[src/rtl/tty_tx_sequencer.sv]
// Asynchronous-serial transmit sequencer: start bit, DATA_BITS data bits LSB first,
// STOP_BITS stop bits, each bit lasting 16 tick16 pulses.
module tty_tx_sequencer #(
    parameter int unsigned DATA_BITS = 8,
    parameter int unsigned STOP_BITS = 2
) (
    input  logic       clk,
    input  logic       reset,
    input  logic       tick16,
    input  logic       load,
    input  logic [7:0] data,
    input  logic       clear_flag,
    output logic       txd,
    output logic       busy,
    output logic       flag,
    output logic       frame_done
);

    typedef enum logic [1:0] {StIdle, StStart, StData, StStop} state_e;

    localparam logic [2:0] LastData = 3'(DATA_BITS - 1);
    localparam logic [2:0] LastStop = 3'(STOP_BITS - 1);

    state_e     state_q, state_d;
    logic [3:0] phase_q, phase_d;
    logic [2:0] bit_cnt_q, bit_cnt_d;
    logic [7:0] shift_q, shift_d;
    logic       txd_q, txd_d;
    logic       flag_q, flag_d;
    logic       frame_end;

    always_ff @(posedge clk) begin
        if (reset) begin
            state_q   <= StIdle;
            phase_q   <= 4'd0;
            bit_cnt_q <= 3'd0;
            shift_q   <= 8'd0;
            txd_q     <= 1'b1;
            flag_q    <= 1'b0;
        end else begin
            state_q   <= state_d;
            phase_q   <= phase_d;
            bit_cnt_q <= bit_cnt_d;
            shift_q   <= shift_d;
            txd_q     <= txd_d;
            flag_q    <= flag_d;
        end
    end

    always_comb begin
        state_d   = state_q;
        phase_d   = phase_q;
        bit_cnt_d = bit_cnt_q;
        shift_d   = shift_q;
        frame_end = 1'b0;
        if (state_q == StIdle) begin
            // A tick coinciding with load is deliberately dropped: the frame starts at phase 0.
            if (load) begin
                state_d   = StStart;
                phase_d   = 4'd0;
                bit_cnt_d = 3'd0;
                shift_d   = data;
            end
        end else if (tick16) begin
            phase_d = phase_q + 4'd1;
            if (phase_q == 4'd15) begin
                case (state_q)
                    StStart: begin
                        state_d   = StData;
                        bit_cnt_d = 3'd0;
                    end
                    StData: begin
                        shift_d = shift_q >> 1;
                        if (bit_cnt_q == LastData) begin
                            state_d   = StStop;
                            bit_cnt_d = 3'd0;
                        end else begin
                            bit_cnt_d = bit_cnt_q + 3'd1;
                        end
                    end
                    StStop: begin
                        if (bit_cnt_q == LastStop) begin
                            state_d   = StIdle;
                            bit_cnt_d = 3'd0;
                            frame_end = 1'b1;
                        end else begin
                            bit_cnt_d = bit_cnt_q + 3'd1;
                        end
                    end
                    default: ;
                endcase
            end
        end
    end

    always_comb begin
        busy       = (state_q != StIdle);
        frame_done = frame_end && !reset;
        // txd is registered from the next state so the line changes on the same edge as the FSM.
        case (state_d)
            StStart: txd_d = 1'b0;
            StData:  txd_d = shift_d[0];
            default: txd_d = 1'b1;
        endcase
        flag_d = flag_q;
        if (frame_end) begin
            flag_d = 1'b1;
        end else if ((state_q == StIdle && load) || clear_flag) begin
            flag_d = 1'b0;
        end
    end

    assign txd  = txd_q;
    assign flag = flag_q;

endmodule
[config.mk]
export PLATFORM = sky130hd
export DESIGN_NAME = tty_tx_sequencer
export DESIGN_NICKNAME = d
export VERILOG_FILES = /design/src/rtl/tty_tx_sequencer.sv
export SDC_FILE = /design/constraint.sdc
export NUM_CORES = 1
export LEC_CHECK = 0
export BUFFER_PORTS_ARGS = -buffer_cell sky130_fd_sc_hd__buf_2
export CAP_MARGIN = 30
export CELL_PAD_IN_SITES_DETAIL_PLACEMENT = 1
export CELL_PAD_IN_SITES_GLOBAL_PLACEMENT = 1
export CORE_ASPECT_RATIO = 1.2
export CORE_MARGIN = 5
export CORE_UTILIZATION = 46
export CTS_BUF_LIST = sky130_fd_sc_hd__clkbuf_2 sky130_fd_sc_hd__clkbuf_4 sky130_fd_sc_hd__clkbuf_8
export CTS_CLUSTER_SIZE = 16
export DETAILED_ROUTE_END_ITERATION = 10
export GPL_TIMING_DRIVEN = 1
export PLACE_DENSITY = 0.95
export SLEW_MARGIN = 10
export SYNTH_ARGS = -nofsm -noshare
export SYNTH_HDL_FRONTEND = slang
export SYNTH_SLANG_ARGS = --single-unit
[constraint.sdc]
create_clock -name clk -period 3.3 [get_ports clk]
set_input_delay 0.66 -clock clk [delete_from_list [all_inputs] [get_ports clk]]
set_output_delay 0.66 -clock clk [all_outputs]
set_load 0.02 [all_outputs]
==> results.cfg <==
[setup_path]
worst_setup_path_start_kind = flip-flop
r2r_end = shift_q[3]
crit_fanout = 17
cp_slowest_stage_delay_ns = 0.43
arrival_ns = 2.07
worstRegToRegCells = 6
r2r-start = state_q[0]
startpoint = state_q[0]
cp-end-kind = primary output
critical_path_required_ns = 2.64
rrSetupSlack_ns = 1.01
cp_slowest_cell = ha_1
endpoint = frame_done
critPathKind = reg2out
cp_cell_sequence = inv_1, ha_1, nor2_2, nand2_1, nor3_1, buf_2

[min_path]
hp-class = reg2reg
holdPathStages = 1

[floorplanning]
io_pins = 17
dieArea_um2 = 3240
core_area_um2 = 2070
initial_core_util_pct = 48.7
die_w_um = 52.8
die_y_um = 61.3
rows = 18

[placed_design]
gp_congestion = 0.763
io_buffer_count = 16
dpl.hpwl_um = 1810

[cells_and_area]
multi_input_area_um2 = 588
seq_area_um2 = 380
final_net_count = 151
final_util_pct = 54.6
antenna_cells = 0
area_growth_pct = 12.1
drive_above_1_share_pct = 19.4
fillerInstances = 273

[logic_synthesis]
yosys_warnings = 0
ys_types = 35
ys_async_sr_fraction_pct = 0
postSynthCellCount = 114
syn_avg_cell_area_um2 = 8.86
syn_nets = 135
synth.largest_area_cell = dfxtp_1
ys_ff_latch = 19
ys_seq_area_share_pct = 37.7
netlist.area_leader.share_pct = 37.7
synthesis.area_um2 = 1010
synth_area_leaders = dfxtp_1 38%, ha_1 9.9%, a222oi_1 5.9%, nor2_1 5.9%, a21oi_1 5.0%
synth_edf_count = 0
synth_flop_cell = dfxtp_1

[sta]
fmaxAchievable_mhz = 367
finalSetupViolations = 0
tightestPinTransition_ns = 0.662
min_period_ns = 2.73
relSlewSlack_pct = 55.9
hold_violations = 0
setup_tns_ns = 0
rsz0062_at_grt = no
finalCritPeriodShare_pct = 82.6
report.final.slew_viol_count = 0
clock_skew_ns = 0.0140

[clocking]
cts_tree = built
htreeDepth = 1
cts_hold_buf = 0
ctsResizeCount = 0
clkSinkCount = 19
clk_pin_slew_worst_paths_ns = 0.11
cts_max_path_buffers = 2
root_buffer = clkbuf_4
numCtsBuffers = 3
insertion_delay_ns = 0.31
postCtsSetupRepairBufs = 0

[pwr]
p_leak_nw = 0.474
power_density_nw_per_um2 = 397
irDropWorstVdd_mv = 0.249

[routing]
wirelength_um = 2530
drc = 0
dr.pass1.iters = 4
drt_iter0_drc = 50
antenna_left = 0
vias = 916
routedWlPerCell_um = 15.9
routed_via_density = 5.76

[job]
cap_violations = 0

[global_route]
grt_pass1_wl_um = 4330
track_usage_pct = 18.1
grt_start_max_net_pins = 21
antenna_found_initial = 0
grt_pass1_vias = 947
grt_overflow = 0

[run_status]
status = completed
-- sequential cells by signal (all words and copies together), names as in the netlist --
signal,cells
bit_cnt_q,3
flag,1
phase_q,4
shift_q,8
state_q,2
txd,1
-- kinds of logic (layout without fill, tap and decap cells) --
logic type / count (synthesis) / in the layout / share of synthesized area [%]
AO/OA/AOI/OAI: 30 / 30 / 22.4
flip-flops: 19 / 19 / 37.7
multiplexers: 2 / 2 / 2.11
adder cells (fa/ha/maj): 8 / 8 / 9.91
buffers and inverters: 10 / 25 / 4.09
AND/OR/NAND/NOR: 45 / 45 / 23.8
-- layer usage --
metal,vias to the layer above,track usage (%),part of all wire (%)
li1,450,-,-
met4,0,9.12,2.1
met5,-,0,0
met3,7,3.39,4.0
met2,22,30.7,49
met1,437,21.8,45
-- metrics by stage --
step           cells  total power, mW  hold slack (ns)  cell area [um^2]  setup slack [ns]
2_1_floorplan    114            0.306            0.457              1010              1.03
3_3_place_gp     155            0.323            0.437              1100             0.956
3_5_place_dp     155            0.328            0.439              1100             0.888
4_1_cts          159            0.451            0.466              1130             0.559
5_1_grt          159            0.471            0.488              1130             0.370
6_report         159            0.449            0.461              1130             0.573
-- how the worst min path moves through the flow --
stage,endpoint,slack (ns),startpoint
final,flag,0.46,flag
after global routing,flag,0.49,flag
after CTS,flag,0.47,flag
after detailed placement,flag,0.44,flag
after global placement,flag,0.44,flag
after floorplan,phase_q[0],0.46,phase_q[0]
-- cell usage after synthesis, types with 2 or more instances --
master and count:
dfxtp_1 19, nor2_1 16, a21oi_1 10, ha_1 8, a222oi_1 6, nor2b_1 6, inv_1 5, nand2_1 4
nand4_1 4, nand2b_1 3, a211oi_1 2, a22oi_1 2, and2_1 2, buf_2 2, clkbuf_1 2, nand3_1 2
nor3_1 2, o21ai_0 2
-- power breakdown --
part           internal, mW  switching, mW  leakage [nW]
registers             0.241        0.00755         0.155
logic                0.0297         0.0462         0.301
clock network        0.0453         0.0794        0.0177
total                 0.316          0.133         0.474
-- cell type report --
type / instances / area share [%]
clock buffer: 3 / 1.99
clock inverter: 1 / 0.442
sequential: 19 / 33.6
timing repair buffer: 16 / 7.07
tap: 30 / 3.31
multi-input combinational: 85 / 51.9
inverter: 5 / 1.66
-- critical path: cells and delay by family, from the launching register on --
kind	cells	cell delay, ns
flip-flops	1	0.42
adder cells (fa/ha/maj)	1	0.43
AND/OR/NAND/NOR	3	0.60
buffers and inverters	2	0.31
-- placed cells by master, fill, tap and decap left out, types with 3 or more instances in the layout --
cell,instances
inv_1,5
ha_1,8
nor2b_1,6
buf_2,16
nand4_1,4
nand2_1,4
clkbuf_4,3
a21oi_1,10
nor2_1,16
dfxtp_1,19
a222oi_1,6
nand2b_1,3
No activity file was read; power rests on OpenSTA's default activity.
